[config.mk]
export PLATFORM = sky130hd
export DESIGN_NAME = fifo_arb
export DESIGN_NICKNAME = d
export VERILOG_FILES = /design/src/rtl/fifo_arb_pkg.sv /design/src/rtl/fifo_arb_rr.sv /design/src/rtl/fifo_arb.sv
export SDC_FILE = /design/constraint.sdc
export NUM_CORES = 1
export LEC_CHECK = 0
export BUFFER_PORTS_ARGS = -buffer_cell sky130_fd_sc_hd__buf_2
export CAP_MARGIN = 20
export CORE_ASPECT_RATIO = 1.4
export CORE_MARGIN = 2
export CORE_UTILIZATION = 47
export CTS_CLUSTER_SIZE = 12
export DETAILED_ROUTE_END_ITERATION = 10
export PLACE_DENSITY = 0.82
export SYNTH_ARGS = -nofsm -noshare
export SYNTH_HDL_FRONTEND = slang
export SYNTH_SLANG_ARGS = --single-unit
[constraint.sdc]
create_clock -name clk -period 4.61 [get_ports clk]
set_input_delay 0.461 -clock clk [delete_from_list [all_inputs] [get_ports clk]]
set_output_delay 0.461 -clock clk [all_outputs]
set_load 0.05 [all_outputs]
[src/rtl/fifo_arb_pkg.sv]
// fifo_arb_pkg: shared FSM encodings, requester select codes and size defaults
// for the two-writer / one-reader FIFO arbiter.
package fifo_arb_pkg;

   localparam int unsigned DW_DEF    = 32;
   localparam int unsigned DEPTH_DEF = 8;
   localparam int unsigned CNT_W     = 4;   // occupancy / data_count width
   localparam int unsigned NREQ      = 3;   // W0, W1, RD

   typedef enum logic [2:0] {
      IDLE   = 3'b000,
      GNT_W0 = 3'b001,
      GNT_W1 = 3'b010,
      GNT_RD = 3'b011
   } state_t;

   // One-hot requester codes shared by the picker and the pointer register
   localparam logic [NREQ-1:0] SEL_W0 = 3'b001;
   localparam logic [NREQ-1:0] SEL_W1 = 3'b010;
   localparam logic [NREQ-1:0] SEL_RD = 3'b100;

endpackage

[src/rtl/fifo_arb_rr.sv]
// fifo_arb_rr: combinational 3-way round-robin picker.
//   elig : eligible requesters {RD, W1, W0}
//   last : one-hot last-granted requester
//   pick : one-hot winner, zero when nothing is eligible
module fifo_arb_rr
   import fifo_arb_pkg::*;
(
   input  logic [NREQ-1:0] elig,
   input  logic [NREQ-1:0] last,
   output logic [NREQ-1:0] pick
);

   // Search order starts with the requester after the last winner
   always_comb begin
      pick = '0;
      case (last)
         SEL_W0: begin
            if      (elig[1]) pick = SEL_W1;
            else if (elig[2]) pick = SEL_RD;
            else if (elig[0]) pick = SEL_W0;
         end
         SEL_W1: begin
            if      (elig[2]) pick = SEL_RD;
            else if (elig[0]) pick = SEL_W0;
            else if (elig[1]) pick = SEL_W1;
         end
         default: begin
            if      (elig[0]) pick = SEL_W0;
            else if (elig[1]) pick = SEL_W1;
            else if (elig[2]) pick = SEL_RD;
         end
      endcase
   end

endmodule

[src/rtl/fifo_arb.sv]
// fifo_arb: arbitrates two writers and one reader onto a downstream FIFO with
// one-cycle grant latency, tracks occupancy locally and flags any mismatch
// against the FIFO's own count.
//   clk, reset_n              : clock, synchronous active-low reset
//   wr_req0/1, wr_data0/1     : writer requests (level) and data
//   rd_req                    : reader request (level)
//   data_count                : occupancy reported by the FIFO
//   wr_gnt0/1, rd_gnt         : registered one-cycle grant pulses
//   fifo_wr_en, fifo_rd_en    : registered FIFO strobes, aligned with grants
//   fifo_din                  : registered write data, held between writes
//   sync_err                  : sticky occupancy-mismatch flag
module fifo_arb
   import fifo_arb_pkg::*;
#(
   parameter int unsigned DW    = DW_DEF,
   parameter int unsigned DEPTH = DEPTH_DEF
) (
   input  logic             clk,
   input  logic             reset_n,
   input  logic             wr_req0,
   input  logic             wr_req1,
   input  logic [DW-1:0]    wr_data0,
   input  logic [DW-1:0]    wr_data1,
   input  logic             rd_req,
   input  logic [CNT_W-1:0] data_count,
   output logic             wr_gnt0,
   output logic             wr_gnt1,
   output logic             rd_gnt,
   output logic             fifo_wr_en,
   output logic             fifo_rd_en,
   output logic [DW-1:0]    fifo_din,
   output logic             sync_err
);

   state_t           state, nxt_state;
   logic [NREQ-1:0]  last, cur_last, elig, pick;
   logic [CNT_W-1:0] occ;
   logic [CNT_W:0]   eff;
   logic             wr_ok, rd_ok;
   logic             gnt0_d, gnt1_d, rgnt_d;
   logic [DW-1:0]    din_d;

   // Occupancy as it will be once this cycle's strobes land
   assign eff   = (CNT_W+1)'(occ) + (CNT_W+1)'(fifo_wr_en) - (CNT_W+1)'(fifo_rd_en);
   assign wr_ok = eff < (CNT_W+1)'(DEPTH);
   assign rd_ok = eff != '0;
   assign elig  = {rd_req & rd_ok, wr_req1 & wr_ok, wr_req0 & wr_ok};

   // A grant state is itself the newest pointer value; the register holds it through IDLE
   always_comb begin
      cur_last = last;
      case (state)
         GNT_W0:  cur_last = SEL_W0;
         GNT_W1:  cur_last = SEL_W1;
         GNT_RD:  cur_last = SEL_RD;
         default: cur_last = last;
      endcase
   end

   fifo_arb_rr u_rr (
      .elig (elig),
      .last (cur_last),
      .pick (pick)
   );

   // State and pointer register
   always_ff @(posedge clk) begin
      if (!reset_n) begin
         state <= IDLE;
         last  <= SEL_RD;
      end else begin
         state <= nxt_state;
         last  <= cur_last;
      end
   end

   // Next state: every grant lasts one cycle, the winner decides what follows
   always_comb begin
      nxt_state = IDLE;
      case (pick)
         SEL_W0:  nxt_state = GNT_W0;
         SEL_W1:  nxt_state = GNT_W1;
         SEL_RD:  nxt_state = GNT_RD;
         default: nxt_state = IDLE;
      endcase
   end

   // Output decode of the upcoming state, loaded into the output registers
   always_comb begin
      gnt0_d = 1'b0;
      gnt1_d = 1'b0;
      rgnt_d = 1'b0;
      din_d  = fifo_din;
      case (nxt_state)
         GNT_W0: begin
            gnt0_d = 1'b1;
            din_d  = wr_data0;
         end
         GNT_W1: begin
            gnt1_d = 1'b1;
            din_d  = wr_data1;
         end
         GNT_RD:  rgnt_d = 1'b1;
         default: ;
      endcase
   end

   // Output registers, occupancy counter and sync check
   always_ff @(posedge clk) begin
      if (!reset_n) begin
         wr_gnt0    <= 1'b0;
         wr_gnt1    <= 1'b0;
         rd_gnt     <= 1'b0;
         fifo_wr_en <= 1'b0;
         fifo_rd_en <= 1'b0;
         fifo_din   <= '0;
         occ        <= '0;
         sync_err   <= 1'b0;
      end else begin
         wr_gnt0    <= gnt0_d;
         wr_gnt1    <= gnt1_d;
         rd_gnt     <= rgnt_d;
         fifo_wr_en <= gnt0_d | gnt1_d;
         fifo_rd_en <= rgnt_d;
         fifo_din   <= din_d;
         if (fifo_wr_en && !fifo_rd_en && occ != CNT_W'(DEPTH))
            occ <= occ + CNT_W'(1);
         else if (fifo_rd_en && !fifo_wr_en && occ != '0)
            occ <= occ - CNT_W'(1);
         if (occ != data_count)
            sync_err <= 1'b1;
      end
   end

endmodule

==> key figures, run 1 <==
Floorplanning
  • Initial cell density of the core: 0.4817
  • Die area: ~0.0059 mm2
  • Die Y: 89.71 um
  • Die W: around 65 um
  • Cell Rows: 31
  • Placeable Area: slightly above 0.005 mm2
  • Num ports: around 110

STA
  • Tmin final: 3713 ps
  • Max Fclk: 269.3 MHz
  • Setup TNS: 0 ps
  • Max-slew headroom: 0.5904
  • RSZ-0062 raised after global routing: no
  • Final-report max-slew violation count: 0
  • Fin Clk Skew: approximately 4.1 ps
  • Setup violators final: 0
  • Worst slew pin tran: 613.8 ps
  • Hold Fails Final Rpt: 0
  • Final Cycle Share: 0.8055

Logic synthesis
  • Main synth FF type: dfxtp_1
  • Syn_area_per_cell: 8.388 um2
  • Synth top area cells: dfxtp_1, mux2i_1, nor2_1
  • Async SR Flop Fraction: 0
  • Syn Nets: 381
  • Syn. warnings: 0
  • Synthesized area: ~0.0025 mm2
  • Synth top area share: 0.3734
  • Netlist cell types: 38
  • Post-synth EDFFs: 0
  • Syn Inst Count: 294
  • Count leader, synth: nor2_1
  • Synthesized flop and latch total: 46
  • Seq/Total Area, Yosys: 0.3734
  • Cell accounting for the most synthesized area: dfxtp_1
  • Synth top cells by count: nor2_1, dfxtp_1, a21oi_1

Clock network
  • Inserted Clock Buffers: 5
  • CTS root buffer: clkbuf_8
  • CTS tree: yes
  • CTS Sinks: 46
  • Worst-skew pair later-pin latency: approximately 290 ps
  • H-tree lvl count: 2
  • Post-CTS setup buffers: 0
  • Max clock buf depth: 2
  • Post_cts resized: 0
  • Reg clk slew, reported paths: 80 ps
  • Cts hold-fix bufs: 0

Setup path
  • CP bufs+invs: 4
  • Setup CP Type: reg2reg
  • Critical path required time: 4800 ps
  • Worst path max stage delay: 470 ps
  • Critical Path End Type: flop
  • Worst r2r src: occ[0]$_SDFFE_PN0P_
  • Worst setup SP type: flop
  • Crit path cell chain: inv_1, ha_1, inv_1, ha_1, inv_1, fa_1, xnor2_1, o31ai_1, a21oi_1, o22ai_1, a32o_1, ha_2, buf_12, mux2i_1, nor2_1, a21oi_1, nor2_1
  • Crit path max-delay family: adder cells
  • Worst reg2reg setup slack: 900 ps
  • Max FO, Critical Path: 24
  • CP max stage cell: dfxtp_1
  • Most used cell, CP: inv_1
  • Worst reg2reg endpoint: fifo_din[28]$_SDFFE_PN0P_
  • Worst path arrival time: 3910 ps
  • Reg2Reg Depth: 17

Global route
  • Overall routing resource usage: 0.1930
  • Vias in the first global route: 2,202
  • Global-route wire length before repair: 8990 um
  • Initial antenna violation count: 0
  • Largest net degree at the start of global routing: 66
  • GRT overflow: 0

Finish
  • Multi-input logic area: 0.001418 mm2
  • Fraction of layout cells with a size suffix above 1: 0.3182
  • Seq. cell area: around 920 um2
  • Diodes inserted: 0
  • Fillers: a little under 500
  • Area growth, synth to finish: 29.38%
  • Nets: 482

Status
  • Outcome: finished, final reports clean

Min path
  • Hold depth: 2
  • Worst Hold Path EP: last[2]$_SDFF_PN1_
  • Hold crit path type: in2reg
  • HP Start: reset_n

Detailed routing
  • DR vias: 2,296
  • Avg WL per Cell: 11.87 um
  • Total Wirelength: 5484 um
  • DR DRC count: 0
  • Post-route ant nets: 0
  • Router iterations before antenna repair: 4
  • Iteration-0 DRC Markers: 46
  • DR vias/cell: ~5.0

Place
  • Placer Congestion: 0.7541
  • Detail Placement HPWL: between 4000 and 5000 um
  • Port Buffers: between 100 and 150

Flow run
  • Max_cap viols: 0
==> cells in the final DEF (no fill, tap or decap), types with 3 or more instances in the layout <==
cell type  count
nand2_1        7
ha_1          11
mux2i_1       33
inv_1         11
a21oi_1       41
nor2_1        74
and2_1         6
clkbuf_8       8
dfxtp_1       46
xnor2_1       10
xor2_1         3
buf_2        110
==> registers in the layout, indices dropped and copies added, names as in the netlist <==
signal	flops
occ	4
fifo_rd_en	1
state	2
fifo_wr_en	1
wr_gnt0	1
wr_gnt1	1
fifo_din	32
last	3
sync_err	1
==> kinds of logic (layout without fill, tap and decap cells) <==
logic type,Yosys count,after routing,share of synthesized area
compound gates,60,60,0.1456
xor+xnor,13,13,0.04617
flops,46,46,0.3734
mux,34,34,0.1385
buf+inv,30,132,0.05276
simple gates,97,97,0.1664
fa+ha+maj,14,14,0.07712
==> layer usage <==
| metal | wire length [um] | global-route usage | vias up |
|---|---|---|---|
| li1 | - | - | 1187 |
| met1 | 2210 | 0.2011 | 1031 |
| met2 | 2892 | 0.3580 | 72 |
| met3 | 292 | 0.04881 | 6 |
| met4 | 89 | 0.07292 | 0 |
| met5 | 0 | 0 | - |
==> layout make-up <==
type / count / share of cell area
inverters: 11 / 0.01294
clock buffers: 8 / 0.03451
well taps: 66 / 0.02588
flip-flops and latches: 46 / 0.2886
multi-input cells: 218 / 0.4443
repair buffers: 113 / 0.1937
==> worst register-to-register path, delay by kind of cell (launching register included) <==
family,cells,cell delay (ps)
muxes,1,240
DFF,1,470
adders and majority gates,4,1200
xor gates and xnor gates,1,160
buffers and inverters,4,420
AOI/OAI and AO/OA,5,1000
and+or+nand+nor,2,110
==> worst max path at each step <==
stage,depth (start not counted),startpoint,to,slack [ps]
floorplan,16,fifo_rd_en$_SDFF_PN0_,fifo_din[6]$_SDFFE_PN0P_,950
global placement,17,occ[0]$_SDFFE_PN0P_,fifo_din[21]$_SDFFE_PN0P_,930
detailed placement,17,occ[0]$_SDFFE_PN0P_,fifo_din[28]$_SDFFE_PN0P_,910
CTS,17,occ[0]$_SDFFE_PN0P_,fifo_din[21]$_SDFFE_PN0P_,900
global route,17,occ[0]$_SDFFE_PN0P_,fifo_din[1]$_SDFFE_PN0P_,580
finish,17,occ[0]$_SDFFE_PN0P_,fifo_din[28]$_SDFFE_PN0P_,900
==> through the flow <==
stage | hold slack, ps | std cells | worst slack (ps) | instance area, um2 | utilization
after floorplan | 479.0 | 294 | 954.8 | 2466 | -
after global placement | 462.6 | 453 | 934.8 | 3053 | 0.5963
after detailed placement | 472.7 | 454 | 907.1 | 3080 | 0.6017
after CTS | 420.3 | 462 | 896.4 | 3191 | 0.6232
after global routing | 431.8 | 462 | 578.7 | 3191 | 0.6232
final | 428.1 | 462 | 896.6 | 3191 | 0.6232
Power of run 1 is not shown: default switching activity piles up to over one toggle a cycle in this logic, so the estimate is an artifact.
==> inputs of run 2 (changes only) <==
--- a/config.mk
+++ b/config.mk
@@ -9,10 +9,10 @@
 export CAP_MARGIN = 20
 export CORE_ASPECT_RATIO = 1.4
 export CORE_MARGIN = 2
-export CORE_UTILIZATION = 47
+export CORE_UTILIZATION = 43
 export CTS_CLUSTER_SIZE = 12
 export DETAILED_ROUTE_END_ITERATION = 10
-export PLACE_DENSITY = 0.82
+export PLACE_DENSITY = 0.79
 export SYNTH_ARGS = -nofsm -noshare
 export SYNTH_HDL_FRONTEND = slang
 export SYNTH_SLANG_ARGS = --single-unit
==> constraint.sdc (replaced) <==
create_clock -name clk -period 3.1 [get_ports clk]
set_input_delay 0.31 -clock clk [delete_from_list [all_inputs] [get_ports clk]]
set_output_delay 0.31 -clock clk [all_outputs]
set_load 0.05 [all_outputs]
==> run 2 against run 1 <==
Compared with the run above:
- wire length up 19%
- die area grew 8.8%
- via count is 8.2% higher
- critical path depth decreased by 1
- setup slack worse by 890 ps
- sequential cell count did not move
- maximum frequency grew 20%
- sequential share of layout area fell by 3.4 points
- utilization grew 3.6 points
- clock-buffer cell count did not move
==> key figures, run 2 (synthesis gave the netlist of run 1 again) <==
Finish
  • Area growth, synth to finish: 47.74%
  • Nets: 509
  • Most common cell after layout, fill and taps aside: buf_2
  • Regs by FF count: fifo_din: 32 flops, occ: 4 flops, last: 3 flops
  • Diodes inserted: 0
  • Largest register FFs: 32
  • Reg with most FFs: fifo_din
  • Fraction of layout cells with a size suffix above 1: 0.4303
  • Commonest non-fill, non-tap cells in the layout: buf_2, nor2_1, dfxtp_1

STA
  • Setup violators final: 0
  • Hold Fails Final Rpt: 0
  • RSZ-0062 raised after global routing: yes
  • Setup TNS: 0 ps
  • Max-slew headroom: 0.5920
  • Final-report max-slew violation count: 0
  • Worst slew pin tran: 611.3 ps
  • Tmin final: 3098 ps
  • Fin Clk Skew: 9.460 ps
  • Hold slack: approximately 300 ps
  • Max Fclk: 322.8 MHz
  • Final Cycle Share: 0.9994

Floorplanning
  • Die Y: 93.61 um
  • Die area: 0.006366 mm2
  • Num ports: around 110
  • Die W: between 60 and 70 um
  • Initial cell density of the core: 0.4463
  • Placeable Area: 0.005525 mm2
  • Cell Rows: 32

Global route
  • GRT overflow: 0
  • Vias in the first global route: between 2,000 and 2,500
  • Initial antenna violation count: 0
  • Global-route wire length before repair: between 9000 and 10,000 um
  • Largest net degree at the start of global routing: 23
  • Overall routing resource usage: 0.1993

Detailed routing
  • DR DRC count: 0
  • Router iterations before antenna repair: 4
  • Post-route ant nets: 0
  • DR vias/cell: 5.059
  • Iteration-0 DRC Markers: 115
  • DR vias: 2,484
  • Total Wirelength: between 6000 and 7000 um
  • Avg WL per Cell: around 13 um

Clock network
  • CTS tree: yes
  • CTS Sinks: 46
  • CTS root buffer: clkbuf_8
  • H-tree lvl count: 2
  • Max clock buf depth: 2
  • Reg clk slew, reported paths: 90 ps
  • Inserted Clock Buffers: 5
  • Worst-skew pair later-pin latency: 290 ps

Setup path
  • Max FO, Critical Path: 5
  • Worst setup SP type: flop
  • Worst path arrival time: ~3300 ps
  • Critical Path End Type: flop
  • Critical path required time: 3260 ps
  • Setup CP Type: reg2reg

Place
  • Detail Placement HPWL: about 4400 um
  • Port Buffers: between 100 and 150
  • Placer Congestion: 0.7898

Flow run
  • Max_cap viols: 0

Min path
  • Hold crit path type: in2reg

Status
  • Outcome: finished, final reports clean
[run 2: critical path: stages, from the launching register on]
cell and delay, ps:
dfxtp_4 360, ha_4 240, inv_4 50, ha_4 120
inv_2 30, fa_2 520, inv_2 60, o31ai_4 200
a21oi_1 120, o22ai_2 140, a32o_2 230, ha_4 210
bufbuf_16 280, mux2i_1 170, nor2_1 50, a21oi_1 110
nor2_1 50
[run 2: per-stage QoR]
stage | cell area (um2) | instances | util | setup WS (ps)
after floorplan | 2535 | 294 | - | 8.246
after global placement | 3222 | 469 | 0.5831 | -43.69
after detailed placement | 3222 | 469 | 0.5831 | -131.9
after CTS | 3523 | 487 | 0.6377 | -19.58
after global routing | 3643 | 491 | 0.6594 | -163.5
final | 3643 | 491 | 0.6594 | 1.973
[run 2: area by class of cell]
cell class                      count  area [um2]
Clock buffer                        8       80.08
Fill cell                         458        1882
Inverter                           11       43.79
Multi-Input combinational cell    218        1565
Sequential cell                    46       927.1
Tap cell                           68       85.08
Timing Repair Buffer              140       942.2
[run 2: path summary, 6_finish.rpt]
| path | from | depth (start not counted) | endpoint | slack [ps] |
|---|---|---|---|---|
| max | fifo_rd_en$_SDFF_PN0_ | 16 | fifo_din[4]$_SDFFE_PN0P_ | 2 |
| max reg2reg | fifo_rd_en$_SDFF_PN0_ | 16 | fifo_din[4]$_SDFFE_PN0P_ | 2 |
| min | reset_n | 2 | last[2]$_SDFF_PN1_ | 300 |
| min reg2reg | fifo_din[20]$_SDFFE_PN0P_ | 2 | fifo_din[20]$_SDFFE_PN0P_ | 490 |
[run 2: what timing repair did]
action                     in CTS  in global routing
gates resized for setup        17                 19
setup endpoints to repair      32                 32
hold buffers                    0                  0
hold endpoints to repair        0                  0
cloned                          2                  3
buffers inserted                8                  2
pin swaps                       8                  3
[run 2: routing by layer]
| layer | share of wire | GRT usage | vias to the layer above |
|---|---|---|---|
| met1 | 0.40 | 0.2176 | 1153 |
| met3 | 0.043 | 0.03129 | 10 |
| met4 | 0.015 | 0.06167 | 0 |
| li1 | - | - | 1245 |
| met2 | 0.54 | 0.3762 | 76 |
| met5 | 0 | 0 | - |
Power of run 2 is left out for the same reason.
==> inputs of run 3 (changes only) <==
--- a/config.mk
+++ b/config.mk
@@ -12,7 +12,7 @@
 export CORE_UTILIZATION = 43
 export CTS_CLUSTER_SIZE = 12
 export DETAILED_ROUTE_END_ITERATION = 10
-export PLACE_DENSITY = 0.79
+export PLACE_DENSITY = 0.84
 export SYNTH_ARGS = -nofsm -noshare
 export SYNTH_HDL_FRONTEND = slang
 export SYNTH_SLANG_ARGS = --single-unit
==> run 3 against run 2 <==
Compared with the run above:
- the flow now finishes with violations (negative setup slack)
- wire length decreased by 0.17%
- via count decreased by 0.93%
- final area decreased by 4.0%
- clock skew increased by 2.7 ps
- global-route usage increased by 0.17 points
- setup slack got worse by 46 ps
- maximum frequency decreased by 1.5%
- register-to-register slack got worse by 50 ps
==> key figures, run 3 (synthesis gave the netlist of run 1 again) <==
Status
  • Outcome: finished with violations
  • Failing checks: negative setup slack

Min path
  • Worst Hold Path EP: last[2]$_SDFF_PN1_
  • Hold depth: 2
  • HP Start: reset_n
  • Hold crit path type: in2reg

Finish
  • Post-layout util: 0.6329
  • Area growth, synth to finish: 41.81%
  • Post-Layout Cell Count: 482
  • Fillers: 463
  • Largest register FFs: 32
  • Diodes inserted: 0
  • Commonest non-fill, non-tap cells in the layout: buf_2, nor2_1, dfxtp_1
  • Regs by FF count: fifo_din: 32 flops, occ: 4 flops, last: 3 flops
  • Fraction of layout cells with a size suffix above 1: 0.4010
  • Nets: 501
  • Most common cell after layout, fill and taps aside: buf_2
  • Reg with most FFs: fifo_din

Setup path
  • Worst setup SP type: flop
  • Crit path cell chain: ha_4, inv_2, ha_4, inv_2, fa_2, inv_2, o31ai_4, a21oi_2, o22ai_2, a32o_2, ha_4, buf_12, mux2i_2, nor2_1, a21oi_1, nor2_1
  • Crit path max-delay family: adder cells
  • Critical path startpoint: fifo_rd_en$_SDFF_PN0_
  • Worst r2r src: fifo_rd_en$_SDFF_PN0_
  • WP depth: 16
  • CP max stage cell: fa_2
  • Critical Path End Type: flop
  • Critical path required time: 3290 ps
  • Worst path max stage delay: roughly 530 ps
  • Worst reg2reg setup slack: -40 ps
  • Reg2Reg Depth: 16
  • Worst path arrival time: 3330 ps
  • Max FO, Critical Path: 7
  • Setup CP Type: reg2reg
  • CP bufs+invs: 4
  • Worst reg2reg endpoint: fifo_din[13]$_SDFFE_PN0P_

Place
  • Port Buffers: 110
  • Detail Placement HPWL: between 4000 and 5000 um
  • Placer Congestion: 0.7926
  • Placed Cells: between 400 and 500

STA
  • RSZ-0062 raised after global routing: yes
  • Tmin final: 3144 ps
  • Setup TNS: -89.58 ps
  • Worst slew pin tran: 569.8 ps
  • Max Fclk: 318.1 MHz
  • Final-report max-slew violation count: 0
  • Fin Clk Skew: 12.18 ps
  • Final setup margin: -43.66 ps
  • Hold Fails Final Rpt: 0
  • Max-slew headroom: 0.6197
  • Setup violators final: 3
  • Final Cycle Share: 1.014

Detailed routing
  • DR vias/cell: 5.106
  • Met1 WL: 2538 um
  • Met3 wire len: 295 um
  • Router iterations before antenna repair: 4
  • Max layer used: met4
  • Post-route ant nets: 0
  • Avg WL per Cell: 13.49 um
  • Met2 wire length: 3582 um
  • Iteration-0 DRC Markers: 120
  • Total Wirelength: 6503 um
  • DR vias: 2,461
  • DR DRC count: 0

Global route
  • Global-route wire length before repair: 9798 um
  • GRT overflow: 0
  • Largest net degree at the start of global routing: 26
  • Vias in the first global route: 2,291
  • Initial antenna violation count: 0
  • Overall routing resource usage: 0.2010

Clock network
  • CTS tree: yes
  • Cts hold-fix bufs: 0
  • Inserted Clock Buffers: 5
  • Worst-skew pair later-pin latency: approximately 300 ps
  • CTS root buffer: clkbuf_8
  • Max clock buf depth: 2
  • CTS Sinks: 46
  • H-tree lvl count: 2
  • Reg clk slew, reported paths: 90 ps

Floorplanning
  • Num ports: about 110
  • Die Y: 93.61 um
  • Cell Rows: 32
  • Initial cell density of the core: 0.4463
  • Die area: 0.006366 mm2
  • Placeable Area: ~0.0055 mm2
  • Die W: 68.01 um

Flow run
  • Max_cap viols: 0
run 3: cell types whose count changed in the layout (fill, tap and decap cells not counted), sizes merged:
cell / delta
bufbuf: -1
buf: -5
clkbuf: -3
run 3: final cells by class:
type | instances | area, um2 | area share
inverter | 11 | 41.29 | 0.01181
sequential | 46 | 927.1 | 0.2651
clock buffer | 7 | 86.33 | 0.02469
tap | 68 | 85.08 | 0.02433
multi-input combinational | 218 | 1546 | 0.4422
timing repair buffer | 132 | 810.8 | 0.2318
run 3: worst register-to-register path: cells and delay by family, from the launching register on:
family          cells  cell delay, ps
buf+inv             4             310
mux                 1             210
compound gates      5             890
fa+ha+maj           4            1110
simple gates        2             150
flops               1             360
run 3: worst max-delay path by stage:
stage,endpoint,slack (ps)
after floorplan,fifo_din[19]$_SDFFE_PN0P_,8
final,fifo_din[13]$_SDFFE_PN0P_,-40
after global placement,fifo_din[30]$_SDFFE_PN0P_,-20
after global routing,fifo_din[10]$_SDFFE_PN0P_,-180
after CTS,fifo_din[10]$_SDFFE_PN0P_,-30
after detailed placement,fifo_din[28]$_SDFFE_PN0P_,-140
run 3: layer usage:
layer  vias up  track usage
met5         -            0
met1      1144       0.2213
met3         7      0.02647
met2        84       0.3714
li1       1226            -
met4         0      0.08167
run 3: stage by stage:
stage / setup slack [ps] / hold slack, ps / area (um2)
6_report: -43.66 / 289.4 / 3497
5_1_grt: -180.3 / 289.1 / 3497
4_1_cts: -34.01 / 278.1 / 3421
3_5_place_dp: -135.5 / 472.2 / 3189
3_3_place_gp: -17.13 / 462.4 / 3189
2_1_floorplan: 8.246 / 479.0 / 2535
run 3: timing repair:
item	4_1_cts	5_1_grt
gates resized for setup	13	13
gates cloned	2	0
pin swaps	10	16
setup endpoints to repair	32	32
buffers inserted	3	3
Power of run 3 is left out for the same reason.
